## config.mk

```make
export PLATFORM = sky130hd
export DESIGN_NAME = multicycle_controller
export DESIGN_NICKNAME = d
export VERILOG_FILES = /design/src/rtl/multicycle_controller.sv
export SDC_FILE = /design/constraint.sdc
export NUM_CORES = 1
export LEC_CHECK = 0
export CORE_MARGIN = 3
export CORE_UTILIZATION = 30
export CTS_CLUSTER_DIAMETER = 60
export DETAILED_ROUTE_END_ITERATION = 7
export PLACE_DENSITY = 0.61
export SYNTH_ARGS = -nofsm -noshare
export SYNTH_HDL_FRONTEND = slang
export SYNTH_SLANG_ARGS = --single-unit
```

## constraint.sdc

```tcl
create_clock -name clk -period 2.4 [get_ports clk]
set_input_delay 0.48 -clock clk [delete_from_list [all_inputs] [get_ports clk]]
set_output_delay 0.48 -clock clk [all_outputs]
set_load 0.03 [all_outputs]
```

## src/rtl/multicycle_controller.sv

```systemverilog
// rtl/multicycle_controller.sv - multicycle MIPS-subset control FSM (optional MC_MEM_WAIT_EN memory wait states)
module multicycle_controller (
  input  logic       clk,
  input  logic       rst_n,
  input  logic [5:0] OpCode,
  input  logic [5:0] FunctField,
  input  logic       Zero,
  input  logic       mem_ready,
  output logic       PCWrite,
  output logic       PCWriteCond,
  output logic       IorD,
  output logic       MemRead,
  output logic       MemWrite,
  output logic       IRWrite,
  output logic       RegWrite,
  output logic       ALUSrcA,
  output logic [1:0] RegDst,
  output logic [1:0] MemtoReg,
  output logic [1:0] ALUSrcB,
  output logic [1:0] PCSource,
  output logic [2:0] ALUCtrl,
  output logic [3:0] state,
  output logic       instr_done,
  output logic       illegal_op
);

  typedef enum logic [3:0] {
    S_FETCH     = 4'd0,
    S_DECODE    = 4'd1,
    S_MEM_ADDR  = 4'd2,
    S_MEM_RD    = 4'd3,
    S_MEM_WB    = 4'd4,
    S_MEM_WR    = 4'd5,
    S_R_EXEC    = 4'd6,
    S_R_WB      = 4'd7,
    S_BEQ       = 4'd8,
    S_JUMP      = 4'd9,
    S_ADDI_EXEC = 4'd10,
    S_ADDI_WB   = 4'd11,
    S_JR        = 4'd12,
    S_JAL       = 4'd13
  } state_t;

  localparam logic [2:0] ALU_ADD = 3'b010;
  localparam logic [2:0] ALU_SUB = 3'b110;
  localparam logic [2:0] ALU_AND = 3'b000;
  localparam logic [2:0] ALU_OR  = 3'b001;
  localparam logic [2:0] ALU_SLT = 3'b111;

  state_t cur, nxt;

  // Memory-access states may stall on mem_ready only in the wait-state build.
  logic mem_ok;
`ifdef MC_MEM_WAIT_EN
  assign mem_ok = mem_ready;
`else
  assign mem_ok = 1'b1;
`endif

  // Zero is consumed by the datapath's PCWriteCond gate, not here.
  logic unused_inputs;
  assign unused_inputs = ^{Zero, mem_ready};

  logic       d_pc_write, d_pc_write_cond, d_iord, d_mem_read, d_mem_write;
  logic       d_ir_write, d_reg_write, d_alu_src_a, d_instr_done, d_illegal;
  logic [1:0] d_reg_dst, d_mem_to_reg, d_alu_src_b, d_pc_source;
  logic [2:0] d_alu_ctrl;
  logic       funct_ok;
  logic [2:0] r_alu;

  // R-type funct field to ALU operation; unknown functs are flagged illegal.
  always_comb begin
    funct_ok = 1'b1;
    r_alu    = ALU_ADD;
    case (FunctField)
      6'b100000: r_alu = ALU_ADD;
      6'b100010: r_alu = ALU_SUB;
      6'b100100: r_alu = ALU_AND;
      6'b100101: r_alu = ALU_OR;
      6'b101010: r_alu = ALU_SLT;
      default:   funct_ok = 1'b0;
    endcase
  end

  // State register; reset parks the machine in FETCH.
  always_ff @(posedge clk or negedge rst_n) begin
    if (!rst_n) cur <= S_FETCH;
    else        cur <= nxt;
  end

  // Next-state dispatch and per-state datapath controls.
  always_comb begin
    nxt             = cur;
    d_pc_write      = 1'b0;
    d_pc_write_cond = 1'b0;
    d_iord          = 1'b0;
    d_mem_read      = 1'b0;
    d_mem_write     = 1'b0;
    d_ir_write      = 1'b0;
    d_reg_write     = 1'b0;
    d_alu_src_a     = 1'b0;
    d_reg_dst       = 2'd0;
    d_mem_to_reg    = 2'd0;
    d_alu_src_b     = 2'd0;
    d_pc_source     = 2'd0;
    d_alu_ctrl      = 3'b000;
    d_instr_done    = 1'b0;
    d_illegal       = 1'b0;
    case (cur)
      S_FETCH: begin
        d_mem_read  = 1'b1;
        d_ir_write  = mem_ok;
        d_pc_write  = mem_ok;
        d_alu_src_b = 2'd1;
        d_alu_ctrl  = ALU_ADD;
        if (mem_ok) nxt = S_DECODE;
      end
      S_DECODE: begin
        d_alu_src_b = 2'd3;
        d_alu_ctrl  = ALU_ADD;
        case (OpCode)
          6'b000000: begin
            if (FunctField == 6'b001000) nxt = S_JR;
            else if (funct_ok)           nxt = S_R_EXEC;
            else begin
              nxt       = S_FETCH;
              d_illegal = 1'b1;
            end
          end
          6'b100011, 6'b101011: nxt = S_MEM_ADDR;
          6'b000100:            nxt = S_BEQ;
          6'b001000:            nxt = S_ADDI_EXEC;
          6'b000010:            nxt = S_JUMP;
          6'b000011:            nxt = S_JAL;
          default: begin
            nxt       = S_FETCH;
            d_illegal = 1'b1;
          end
        endcase
      end
      S_MEM_ADDR, S_ADDI_EXEC: begin
        d_alu_src_a = 1'b1;
        d_alu_src_b = 2'd2;
        d_alu_ctrl  = ALU_ADD;
        if (cur == S_ADDI_EXEC)        nxt = S_ADDI_WB;
        else if (OpCode == 6'b101011)  nxt = S_MEM_WR;
        else                           nxt = S_MEM_RD;
      end
      S_MEM_RD: begin
        d_mem_read = 1'b1;
        d_iord     = 1'b1;
        if (mem_ok) nxt = S_MEM_WB;
      end
      S_MEM_WB: begin
        d_reg_write  = 1'b1;
        d_mem_to_reg = 2'd1;
        d_instr_done = 1'b1;
        nxt          = S_FETCH;
      end
      S_MEM_WR: begin
        d_mem_write  = 1'b1;
        d_iord       = 1'b1;
        d_instr_done = mem_ok;
        if (mem_ok) nxt = S_FETCH;
      end
      S_R_EXEC: begin
        d_alu_src_a = 1'b1;
        d_alu_ctrl  = r_alu;
        nxt         = S_R_WB;
      end
      S_R_WB: begin
        d_reg_write  = 1'b1;
        d_reg_dst    = 2'd1;
        d_instr_done = 1'b1;
        nxt          = S_FETCH;
      end
      S_ADDI_WB: begin
        d_reg_write  = 1'b1;
        d_instr_done = 1'b1;
        nxt          = S_FETCH;
      end
      S_BEQ: begin
        d_alu_src_a     = 1'b1;
        d_alu_ctrl      = ALU_SUB;
        d_pc_write_cond = 1'b1;
        d_pc_source     = 2'd1;
        d_instr_done    = 1'b1;
        nxt             = S_FETCH;
      end
      S_JUMP: begin
        d_pc_write   = 1'b1;
        d_pc_source  = 2'd2;
        d_instr_done = 1'b1;
        nxt          = S_FETCH;
      end
      S_JR: begin
        d_pc_write   = 1'b1;
        d_pc_source  = 2'd3;
        d_instr_done = 1'b1;
        nxt          = S_FETCH;
      end
      S_JAL: begin
        d_pc_write   = 1'b1;
        d_pc_source  = 2'd2;
        d_reg_write  = 1'b1;
        d_reg_dst    = 2'd2;
        d_mem_to_reg = 2'd2;
        d_instr_done = 1'b1;
        nxt          = S_FETCH;
      end
      default: nxt = S_FETCH;
    endcase
  end

  // Reset masks every output at once, so an aborted instruction leaves no strobe behind.
  assign PCWrite     = rst_n & d_pc_write;
  assign PCWriteCond = rst_n & d_pc_write_cond;
  assign IorD        = rst_n & d_iord;
  assign MemRead     = rst_n & d_mem_read;
  assign MemWrite    = rst_n & d_mem_write;
  assign IRWrite     = rst_n & d_ir_write;
  assign RegWrite    = rst_n & d_reg_write;
  assign ALUSrcA     = rst_n & d_alu_src_a;
  assign RegDst      = {2{rst_n}} & d_reg_dst;
  assign MemtoReg    = {2{rst_n}} & d_mem_to_reg;
  assign ALUSrcB     = {2{rst_n}} & d_alu_src_b;
  assign PCSource    = {2{rst_n}} & d_pc_source;
  assign ALUCtrl     = {3{rst_n}} & d_alu_ctrl;
  assign state       = {4{rst_n}} & cur;
  assign instr_done  = rst_n & d_instr_done;
  assign illegal_op  = rst_n & d_illegal;

endmodule
```

Yosys cells after proc, flatten, opt, wreduce, memory -nomap -nowiden
Index checks and enable logic that the tools add are counted.
- bits in registers: 4
- input port bits: 16
- output and inout bits: 25
- logic and storage cells: 82
- equality and inequality tests: 25
- multiplexer cells: 26
- bitwise operators: 16
- reduce and logical (&&, ||, !) cells: 14
- operators with widths (cell ; count):
    6-bit == test, second input constant ; 7
    4-bit == test, second input constant ; 6
    4-bit one-hot mux with 6 select lines ; 1
    4-bit one-hot mux with 5 select lines ; 1
    4-bit by 3-bit == test with 1-bit output, second input constant ; 4
    4-bit OR reduction ; 4
    1-bit 2-to-1 mux ; 13
    6-bit by 2-bit == test with 1-bit output, second input constant ; 2
    6-bit by 4-bit == test with 1-bit output, second input constant ; 2
    2-bit one-hot mux with 3 select lines ; 2
    3-bit one-hot mux with 4 select lines ; 1
    1-bit AND ; 10
    2-bit OR reduction ; 5
    3-bit one-hot mux with 3 select lines ; 1
    2-bit AND ; 4
    4-bit by 2-bit == test with 1-bit output, second input constant ; 2
    4-bit 2-to-1 mux ; 2
    2-bit one-hot mux with 2 select lines ; 2
    8-bit OR reduction ; 1
    6-bit by 3-bit == test with 1-bit output, second input constant ; 1
    6-bit logical NOT ; 1
    3-bit 2-to-1 mux ; 2
    6-bit OR reduction ; 1
    5-bit OR reduction ; 1
    other kinds (5) ; 5

Longest topological paths before layout
- depth after elaboration: 8
- depth in mapped cells: 5
- mapped depth without buffers: 4

Worst setup path after synthesis
OpenSTA, ideal clock, no wires.
- kind: input port to output port
- from: in OpCode[3]
- to: out illegal_op
- arrival time: 2.210 ns
- required time: 1.920 ns
- setup slack: -0.290 ns
- stages: 5
- buffers on the path: 1
- cell sequence: buf_2 xor2_1 a22oi_1 o31ai_2 a2111oi_1
- cells in the longest elaborated chain, start to end: 5
- elaborated cells between the ends (all ways): 11
- classes of those cells: 6 x eq/ne; 2 x mux; 1 x bitwise; 2 x reduce/logical
- ends and longest elaborated chain (item ; RTL line ; RTL):
    start, declared ; 5 ; input logic [5:0] OpCode,
    6-bit == test (tied with other cells) ; 121 ; case (OpCode)
    6-bit OR reduction (no line) ; - ;
    1-bit one-hot mux with 2 select lines (*) ; 121 ;
    1-bit 2-to-1 mux (*) ; 109 ; case (cur)
    1-bit AND (*) ; 231 ; assign illegal_op = rst_n & d_illegal;
    end, declared ; 24 ; output logic illegal_op
Every way passes the cells marked *; elsewhere a longest branch is shown, timed or not.

Worst setup path after layout
- from: in OpCode[5]
- to: out illegal_op
Same word-level chain as after synthesis.

==> impl_metrics.ini <==
[critical_path]
crit_path_start_kind = input pin
path_common_cell = buf_4
end_kind = output pin
worstPathMaxFanout = 3
cp_cell_sequence = clkdlybuf4s50_1, buf_4, nor4_4, nand2_1, nor2_1, a2111oi_4, buf_4
crit_required_ns = 1.92
slowest_delay_ns = 0.44
path_class = in -> out
arrival_ns = 1.88
slowest_stage = clkdlybuf4s50_1
critPathBufInv = 3
path_delay_family = buffers and inverters

[power]
leakagePower_nw = 0.7572
cellPowerDensity_mw_per_mm2 = 408.0
finalPower_mw = 0.6106
ir_worst_vdd_mv = 0.3247

[clock_tree]
root_buffer = clkbuf_4
clock_latency_ns = 0.23
cts.sinks = 4
cts_buffers = 3
clockBufferDepth = 2
tritoncts = built
h-tree-depth = 1
cts.clk_slew.worst_paths_ns = 0.04

[global_routing]
grt_max_degree = 15
globalRoute.totalOverflow = 0
grt_pass1_wl_um = 4912
grt_pass1_vias = 1154
antenna_found_initial = 0
grt_use_total_pct = 18.60

[timing]
worst_pin_slew_ns = 0.3477
max_slew_margin_pct = 76.74
fin_crit_ns = 2.357
clock.fmax_mhz = 424.2
finalClockSkew_ns = 0.001616
setup_tns_ns = 0
finalHoldViolations = 0
setup_violations = 0
finalMaxSlewViolations = 0
timing.final.crit_share_pct = 98.22

[finish]
regMostFlops = cur
top_regs = cur (4)
drive_above_1_share_pct = 45.74
largest_register_ffs = 4
fin_util_pct = 65.14
nets = 206
diodes = 0
syn2layout_area_growth_pct = 98.67

[routing]
ant_nets = 0
drt-initial-drc-count = 28
wl_per_cell_um = 13.69
via_per_inst = 5.273
drc = 0
wl_um = 2957
num_vias = 1139
firstDrtPassIters = 4

[synth]
postSynth.asyncResetShare_pct = 100.0
synth_seq_cells = 4
synth_area_per_cell_um2 = 6.725
syn_nets = 128
ys_seq_area_share_pct = 13.29
netlist_area_um2 = 753.2
ys_types = 39
synth_warnings = 0
synth_edf_count = 0
synthesis.instances = 112
synthFlopType = dfrtp_1

[place]
dp_hpwl_um = 2243
place_congestion = 0.8550
port_buffers = 38

[status]
status = finished, final reports clean

[floorplan]
start_util_pct = 32.79
dieWidth_um = 56.11
core-area_mm2 = 0.002297
fp.dieH_um = 56.11
ios = 41
die_area_mm2 = 0.003148
std_cell_rows = 17

[job]
drv_cap = 0

[hold_path]
hold_class = in -> async
stage by stage:
| stage | cells | hold slack (ns) | setup slack, ns | instance area [um2] |
|---|---|---|---|---|
| 4_1_cts | 214 | 0.3306 | 0.006637 | 1474 |
| 3_3_place_gp | 210 | 0.6727 | -0.3617 | 1386 |
| 2_1_floorplan | 112 | 0.1844 | 0.07780 | 765.7 |
| 6_report | 216 | 0.3319 | 0.04273 | 1496 |
| 5_1_grt | 216 | 0.3486 | -0.01801 | 1496 |
| 3_5_place_dp | 210 | 0.6818 | -0.4187 | 1386 |
cell families after synthesis:
group	share of synthesized area, %
multiplexers	1.495
buffers and inverters	5.980
flip-flops	13.29
AND/OR/NAND/NOR	49.67
XOR/XNOR	3.489
AO/OA/AOI/OAI	26.08
synth_stat cells (all sizes together) (3+ instances only):
| library cell | count | area share [%] |
|---|---|---|
| a21o | 3 | 3.0 |
| nor3 | 5 | 3.3 |
| clkbuf | 5 | 2.7 |
| nand3 | 4 | 2.7 |
| a21oi | 8 | 5.3 |
| nand2 | 11 | 5.5 |
| buf | 3 | 2.3 |
| nand2b | 6 | 5.0 |
| nor3b | 4 | 4.0 |
| and2 | 8 | 6.6 |
| o21ai | 3 | 2.0 |
| dfrtp | 4 | 13 |
| nor2b | 7 | 5.8 |
| nor2 | 11 | 5.5 |
final timing paths:
| check | start | endpoint | slack [ns] | cells after the start |
|---|---|---|---|---|
| min in group clk | cur[0]$_DFF_PN0_ | cur[0]$_DFF_PN0_ | 0.71 | 2 |
| setup reg to reg | cur[0]$_DFF_PN0_ | cur[2]$_DFF_PN0_ | 0.88 | 6 |
| max in group asynchronous | rst_n | cur[1]$_DFF_PN0_ | 1.96 | 2 |
| hold reg to reg | cur[0]$_DFF_PN0_ | cur[0]$_DFF_PN0_ | 0.71 | 2 |
| setup / recovery | OpCode[5] | illegal_op | 0.04 | 7 |
| hold / removal | rst_n | cur[2]$_DFF_PN0_ | 0.33 | 2 |
layer usage:
layer / up-vias / GRT usage, % / share of wire (%)
met3: 8 / 2.320 / 6.2
met4: 0 / 8.136 / 1.9
met5: - / 0 / 0
met1: 520 / 20.77 / 40
li1: 564 / - / -
met2: 47 / 34.56 / 52
power breakdown:
group / internal [mW] / total [mW] / switching (mW)
clock: 0.0559 / 0.0833 / 0.0274
sequential: 0.0777 / 0.0834 / 0.00568
combinational: 0.198 / 0.444 / 0.246
total: 0.331 / 0.611 / 0.279
repair_timing:
| item | CTS | global route |
|---|---|---|
| hold endpoints to repair | 0 | 0 |
| buffers inserted | 2 | 2 |
| hold buffers | 0 | 0 |
| endpoints found under the setup margin | 4 | 1 |
| pin swaps | 5 | 4 |
| gates resized for setup | 27 | 7 |
layout by cell type, fill, tap and decap left out, types with 2 or more instances in the layout:
cell,count
buf_4,60
nor2_1,11
nand2_1,11
dlygate4sd2_1,10
a21oi_1,8
and2_1,7
nor2b_1,6
buf_6,6
nand2b_1,5
nor3_1,5
nand3_1,4
dfrtp_1,4
nor3b_1,3
o21ai_0,3
a21o_1,3
clkbuf_4,3
xor2_1,2
a41o_1,2
inv_1,2
a311oi_1,2
and3_1,2
clkbuf_2,2
layout make-up:
cell class	instances	area, um2
Fill cell	215	800.8
Multi-Input combinational cell	98	683.2
Timing Repair Buffer	81	648.1
Sequential cell	4	100.1
Tap cell	28	35.03
Clock buffer	3	22.52
Inverter	2	7.507
No activity file was read; power rests on OpenSTA's default activity.
